[config.mk]
export PLATFORM = sky130hd
export DESIGN_NAME = stoch_wavg
export DESIGN_NICKNAME = d
export VERILOG_FILES = /design/src/rtl/stoch_pkg.sv /design/src/rtl/stoch_wsum.sv /design/src/rtl/stoch_wavg.sv
export SDC_FILE = /design/constraint.sdc
export NUM_CORES = 1
export LEC_CHECK = 0
export CELL_PAD_IN_SITES_DETAIL_PLACEMENT = 1
export CELL_PAD_IN_SITES_GLOBAL_PLACEMENT = 2
export CORE_MARGIN = 2
export CORE_UTILIZATION = 38
export CTS_BUF_LIST = sky130_fd_sc_hd__clkbuf_4 sky130_fd_sc_hd__clkbuf_8
export DETAILED_ROUTE_END_ITERATION = 16
export DONT_BUFFER_PORTS = 1
export GPL_TIMING_DRIVEN = 0
export PLACE_DENSITY_LB_ADDON = 0.1
export SLEW_MARGIN = 10
export SYNTH_ARGS = -nofsm -noshare
export SYNTH_HDL_FRONTEND = slang
export SYNTH_HIERARCHICAL = 1
export SYNTH_SLANG_ARGS = --single-unit
[constraint.sdc]
create_clock -name CLK -period 7.3 [get_ports CLK]
set_clock_uncertainty 0.15 [all_clocks]
set_input_delay 1.46 -clock CLK [delete_from_list [all_inputs] [get_ports CLK]]
set_output_delay 1.46 -clock CLK [all_outputs]
set_load 0.03 [all_outputs]
[src/rtl/stoch_pkg.sv]
// Shared constants and width helpers for the stochastic bitstream blocks.
package stoch_pkg;

  // Channel count used when a block is instantiated without overrides;
  // the averager's reset divisor defaults to the same value.
  localparam int DEFAULT_NUM_POPS = 4;
  localparam int DEFAULT_DIV_C    = DEFAULT_NUM_POPS;

  // Smallest bit count r (at least 1) such that 2**r >= v.
  function automatic int clog2_w(input longint v);
    int r;
    r = 0;
    while ((longint'(1) << r) < v) r++;
    return (r < 1) ? 1 : r;
  endfunction

  // Largest weighted sum when every channel fires with the maximum weight.
  function automatic int max_wsum(input int num_pops, input int weight_w);
    return num_pops * ((1 << weight_w) - 1);
  endfunction

  // Highest accumulator value that still cannot wrap on the next add.
  function automatic longint sat_bound(input int acc_w, input int num_pops,
                                       input int weight_w);
    return (longint'(1) << acc_w) - 1 - longint'(max_wsum(num_pops, weight_w));
  endfunction

endpackage

[src/rtl/stoch_wsum.sv]
// Weighted popcount: sums the fixed per-channel weights of the asserted bits.
module stoch_wsum
  import stoch_pkg::*;
#(
  parameter int NUM_POPS = DEFAULT_NUM_POPS,
  parameter int WEIGHT_W = 2,
  parameter logic [NUM_POPS*WEIGHT_W-1:0] WEIGHTS = {NUM_POPS{WEIGHT_W'(1)}},
  parameter int SUM_W    = clog2_w(longint'(max_wsum(NUM_POPS, WEIGHT_W)) + 1)
) (
  input  logic [NUM_POPS-1:0] a,
  output logic [SUM_W-1:0]    wsum
);

  // Accumulate each active channel's weight; synthesis balances the adders.
  always_comb begin
    wsum = '0;
    for (int i = 0; i < NUM_POPS; i++) begin
      if (a[i]) wsum = wsum + SUM_W'(WEIGHTS[i*WEIGHT_W +: WEIGHT_W]);
    end
  end

endmodule

[src/rtl/stoch_wavg.sv]
// Weighted, runtime-scalable averager for unipolar stochastic bitstreams.
// Optional macro STOCH_WAVG_OUTREG_EN registers y (one cycle of latency).
module stoch_wavg
  import stoch_pkg::*;
#(
  parameter int NUM_POPS    = DEFAULT_NUM_POPS,
  parameter int WEIGHT_W    = 2,
  parameter logic [NUM_POPS*WEIGHT_W-1:0] WEIGHTS = {NUM_POPS{WEIGHT_W'(1)}},
  parameter int DIV_W       = 8,
  parameter int DEFAULT_DIV = NUM_POPS,
  parameter int ACC_W       = DIV_W + 2
) (
  input  logic                CLK,
  input  logic                nRST,
  input  logic                en,
  input  logic [NUM_POPS-1:0] a,
  input  logic                div_ld,
  input  logic [DIV_W-1:0]    div_in,
  output logic                y,
  output logic [DIV_W-1:0]    div_q,
  output logic                sat
);

  localparam int SUM_W = clog2_w(longint'(max_wsum(NUM_POPS, WEIGHT_W)) + 1);
  localparam logic [ACC_W-1:0] SAT_BOUND = ACC_W'(sat_bound(ACC_W, NUM_POPS, WEIGHT_W));

  logic [ACC_W-1:0] acc;
  logic [SUM_W-1:0] wsum;
  logic [ACC_W-1:0] new_acc;
  logic [ACC_W-1:0] acc_sub;
  logic             hit;
  logic             over;
  logic             ld_ok;
  logic             y_comb;

  stoch_wsum #(
    .NUM_POPS (NUM_POPS),
    .WEIGHT_W (WEIGHT_W),
    .WEIGHTS  (WEIGHTS),
    .SUM_W    (SUM_W)
  ) u_wsum (
    .a    (a),
    .wsum (wsum)
  );

  // Add this cycle's weights, emit a 1 when the divisor is reached and
  // flag results that would leave too little headroom for the next add.
  always_comb begin
    ld_ok   = div_ld && (div_in != '0);
    new_acc = acc + ACC_W'(wsum);
    hit     = (new_acc >= ACC_W'(div_q));
    acc_sub = hit ? (new_acc - ACC_W'(div_q)) : new_acc;
    over    = (acc_sub > SAT_BOUND);
    y_comb  = en && !ld_ok && hit;
  end

  // A divisor load starts a new epoch and outranks accumulation.
  always_ff @(posedge CLK) begin
    if (!nRST) begin
      acc   <= '0;
      div_q <= DIV_W'(DEFAULT_DIV);
      sat   <= 1'b0;
    end else if (ld_ok) begin
      acc   <= '0;
      div_q <= div_in;
      sat   <= 1'b0;
    end else if (en) begin
      acc <= over ? SAT_BOUND : acc_sub;
      if (over) sat <= 1'b1;
    end
  end

`ifdef STOCH_WAVG_OUTREG_EN
  logic y_q;

  // Retime the output to cut the combinational path from a to y.
  always_ff @(posedge CLK) begin
    if (!nRST) y_q <= 1'b0;
    else       y_q <= y_comb;
  end

  assign y = y_q;
`else
  assign y = y_comb;
`endif

endmodule

# == Word level (Yosys, flattened, before mapping) ==
# Cells that the tools add are included.
# classes
n_addsub,5
n_lt_le_gt_ge,2
mux,6
n_bitwise,1
reduce_logical,7
# op_table
op,n
$mux 10,2
$mux 4,3
$add 10x4->10,1
$ge 10x8->1,1
$gt 10x10->1 const B,1
$sub 10x8->10,1
$add 4x1->4 const B,2
$reduce_bool 8->1,1
$logic_and 1x1->1,3
$add 1x1->2 const B,1
$reduce_and 2->1,1
$reduce_or 2->1,1
$logic_not 1->1,1
$mux 1,1
$not 1->1,1
# word_totals
reg_bits,19
inputBits,16
out_inout_bits,10
wordCells,24

# == Logic depth before layout (Yosys ltp) ==
# depth
depth_word,12
ltp_mapped,22
ltp_nobuf,21

# == Modules after synthesis ==
# The synthesis kept the hierarchy.
# by_module_without_submodules
module,n_inst,cells_per_inst,area_per_inst_um2,seq_area_each_um2
stoch_wavg,1,200,1576.5,380.4
stoch_wsum,1,18,137.6,0.0

# == Least setup slack after synthesis ==
# Ideal clock, no wire load.
# synth_timing
path_type,input-to-output
start,input port a[0]
end,output port y
arrival_ns,5.000
required_time_ns,5.690
slack_ns,0.690
path_stages,17
path_buffers,1
cell_sequence,inv_1 -> ha_1 -> xor2_2 -> ha_1 -> nand2_1 -> o31ai_1 -> fa_1 -> nand3_1 -> and2_1 -> nor2_1 -> xor2_1 -> ha_1 -> and3_1 -> o211ai_1 -> nand4_2 -> clkbuf_1 -> and3_1
# synth_between
elab_chain_cells,10
# synth_lines
item,line,text
from (decl),stoch_wavg.sv:16,"input logic [NUM_POPS-1:0] a,"
$mux 1 *,stoch_wsum.sv:18,if (a[i]) wsum = wsum + SUM_W'(WEIGHTS[i*WEIGHT_W +: WEIGHT_W]);
$add 1x1->2,stoch_wsum.sv:18,
$mux 4 *,stoch_wsum.sv:18,
$add 4x1->4,stoch_wsum.sv:18,
$mux 4 *,stoch_wsum.sv:18,
$add 4x1->4,stoch_wsum.sv:18,
$mux 4 *,stoch_wsum.sv:18,
net wsum[1],stoch_wavg.sv:28,logic [SUM_W-1:0] wsum;
$add 10x4->10 *,stoch_wavg.sv:50,new_acc = acc + ACC_W'(wsum);
$ge 10x8->1 *,stoch_wavg.sv:51,hit = (new_acc >= ACC_W'(div_q));
$logic_and 1x1->1 *,stoch_wavg.sv:54,y_comb = en && !ld_ok && hit;
to (decl),stoch_wavg.sv:19,"output logic y,"
# Mark *: on every way through the listed nets, which the timed path passes. The rest lies on a longest branch.

# == Worst setup path in the final report ==
# Same ends and word-level chain as after synthesis.

==> impl_metrics.tcl <==
set metrics [dict create \
    cts_tree "built" \
    cts_made_buffers 3 \
    gp_congestion 0.840 \
    wl_met1_um 2090 \
    ys_types 51 \
    cts_hold_buf 0 \
    htreeDepth 1 \
    timing.fmax_mhz 144 \
    dpl_worst_slack_ns 0.139 \
    grt_max_degree 13 \
    drt_iter0_markers 50 \
    setup_viol 0 \
    syn_nets 252 \
    rows 24 \
    critPathKind "in -> out" \
    ir_worst_vdd_mv 0.0958 \
    routedWlPerCell_um 16.4 \
    dieArea_um2 5060 \
    synth_top_area_share_pct 22.2 \
    slew-limit-headroom_pct 60.1 \
    cp.required_ns 5.69 \
    leakagePower_nw 0.810 \
    drt_first_pass_iters 4 \
    syn2layout_area_growth_pct 6.93 \
    endpoint_kind "primary output" \
    clk_pin_slew_ns 0.08 \
    ios 26 \
    worst_slack_ns 0.354 \
    syn_area_um2 1710 \
    ys_async_sr_fraction_pct 0 \
    layout.nets 256 \
    drv_slew 0 \
    rsz0062_at_grt "no" \
    viasPerCell 5.72 \
    yosysWarnings 6 \
    routed-wl-met2_um 2200 \
    place_hpwl_um 3730 \
    yosysTopAreaCell "dfxtp_1" \
    die_h_um 71.2 \
    synth_cells 218 \
    gr-usage-all-layers_pct 19.2 \
    drive_gt1_share_pct 9.05 \
    powerDensity_nw_per_um2 256 \
    synth_most_common_cell "nand2_1" \
    core_area_um2 4350 \
    ant_nets 0 \
    tightest_slew_ns 0.591 \
    seq_area_frac_synth_pct 22.2 \
    cap_violations 0 \
    yosys-top-cells-count "nand2_1, dfxtp_1, ha_1, inv_1, nor2_1" \
    wl_met3_um 151 \
    timing.final.crit_share_pct 95.1 \
    finalPower_uw 469 \
    grt_pass1_wl_um 7820 \
    reg2reg_from "acc[0]" \
    routed-via-count 1561 \
    synth_edf_count 0 \
    holdCritStartpoint "acc[0]" \
    dieWidth_um 71.2 \
    topRoutingLayerUsed "met4" \
    root_buffer "clkbuf_8" \
    period_minus_slack_ns 6.95 \
    synth.avg_cell_area_um2 7.86 \
    antennaDiodeCount 0 \
    tns_ns 0 \
    cp_max_fo 17 \
    cp.arrival_ns 5.34 \
    portBuffers 0 \
    outcome "complete, no violations" \
    fin_util_pct 42.1 \
    gr-total-overflow 0 \
    wl_um 4480 \
    clk_latency_ns 0.26 \
    finalHoldViolCount 0 \
    cts_sinks 19 \
    drc 0 \
    grt_pass1_vias 1729 \
    cp-start-kind "primary input" \
    ys_ff_latch 19 \
    antenna_found_initial 0 \
    min_path_type "reg -> reg" \
    initial_utilization_pct 39.4 \
    synth_area_leaders "dfxtp_1, ha_1, nand2_1" \
    clockBufferDepth 2 \
    synth_ff_type "dfxtp_1" \
    critPathLaunch "a[0]" \
]
==> power breakdown <==
group          internal [mW]  leakage (nW)  switching (mW)
logic                  0.112         0.633           0.155
clock network         0.0385        0.0217          0.0393
registers              0.112         0.156          0.0128
==> final timing paths <==
| check | endpoint | slack [ns] | cells after the start |
|---|---|---|---|
| setup / recovery | y | 0.35 | 17 |
| hold / removal | acc[0] | 0.36 | 2 |
| setup reg to reg | acc[0] | 2.95 | 13 |
| hold reg to reg | acc[0] | 0.36 | 2 |
==> area by class of cell <==
| type | instances | area (µm²) |
|---|---|---|
| clock buffers | 3 | 41.3 |
| clock inverters | 1 | 7.51 |
| multi-input cells | 174 | 1240 |
| flip-flops and latches | 19 | 380 |
| fillers | 545 | 2520 |
| inverters | 16 | 60.1 |
| plain buffers | 8 | 36.3 |
| well taps | 52 | 65.1 |
==> per-stage QoR <==
step           cells  hold WS (ns)  cell area [µm²]
3_5_place_dp     270         0.348             1780
6_report         273         0.355             1830
5_1_grt          273         0.406             1830
4_1_cts          274         0.359             1830
3_3_place_gp     270         0.339             1780
2_1_floorplan    218         0.315             1710
==> critical path: stages <==
cell and delay, ns:
inv_1 0.02, ha_1 0.33, xor2_2 0.20, ha_1 0.29, nand2_1 0.07, o31ai_1 0.11, ha_1 0.32, a211oi_2 0.31
o21ai_1 0.18, nand4_1 0.14, xnor2_1 0.17, ha_1 0.27, buf_2 0.16, a21o_1 0.19, a21oi_1 0.39, nand4_4 0.32
and3_1 0.40
==> sequential cells by signal, summed over array words and instances (netlist names) <==
register / flops
div_q: 8
sat: 1
acc: 10
==> routing by layer <==
layer  vias up  global-route usage, %
met5         -                      0
li1        778                      -
met2        22                   33.8
met4         0                   4.40
met1       757                   24.0
met3         4                   3.70
==> what timing repair did <==
item	in CTS	in global routing
setup endpoints to repair	0	1
gates resized for setup	0	1
buffers inserted	0	0
==> kinds of logic (layout without fill, tap and decap cells) <==
family          Yosys count  count (layout)  synth area share (%)
fa+ha+maj                18              18                  14.0
compound gates           61              61                  25.4
simple gates             74              74                  21.2
xor+xnor                 15              15                  8.10
mux                       5               5                  2.99
flops                    19              19                  22.2
buf+inv                  25              28                  5.84
other cells               1               1                 0.219
==> placed cells by master, fill, tap and decap left out, types with 7 or more instances in the layout <==
cell type | netlist | layout
nand2_1 | 29 | 29
dfxtp_1 | 19 | 19
inv_1 | 16 | 16
nor2_1 | 16 | 16
ha_1 | 16 | 16
a21oi_1 | 11 | 11
xnor2_1 | 9 | 9
o21ai_0 | 8 | 8
nand3_1 | 7 | 7
a21boi_0 | 7 | 7
(Power assumes the default switching activity.)
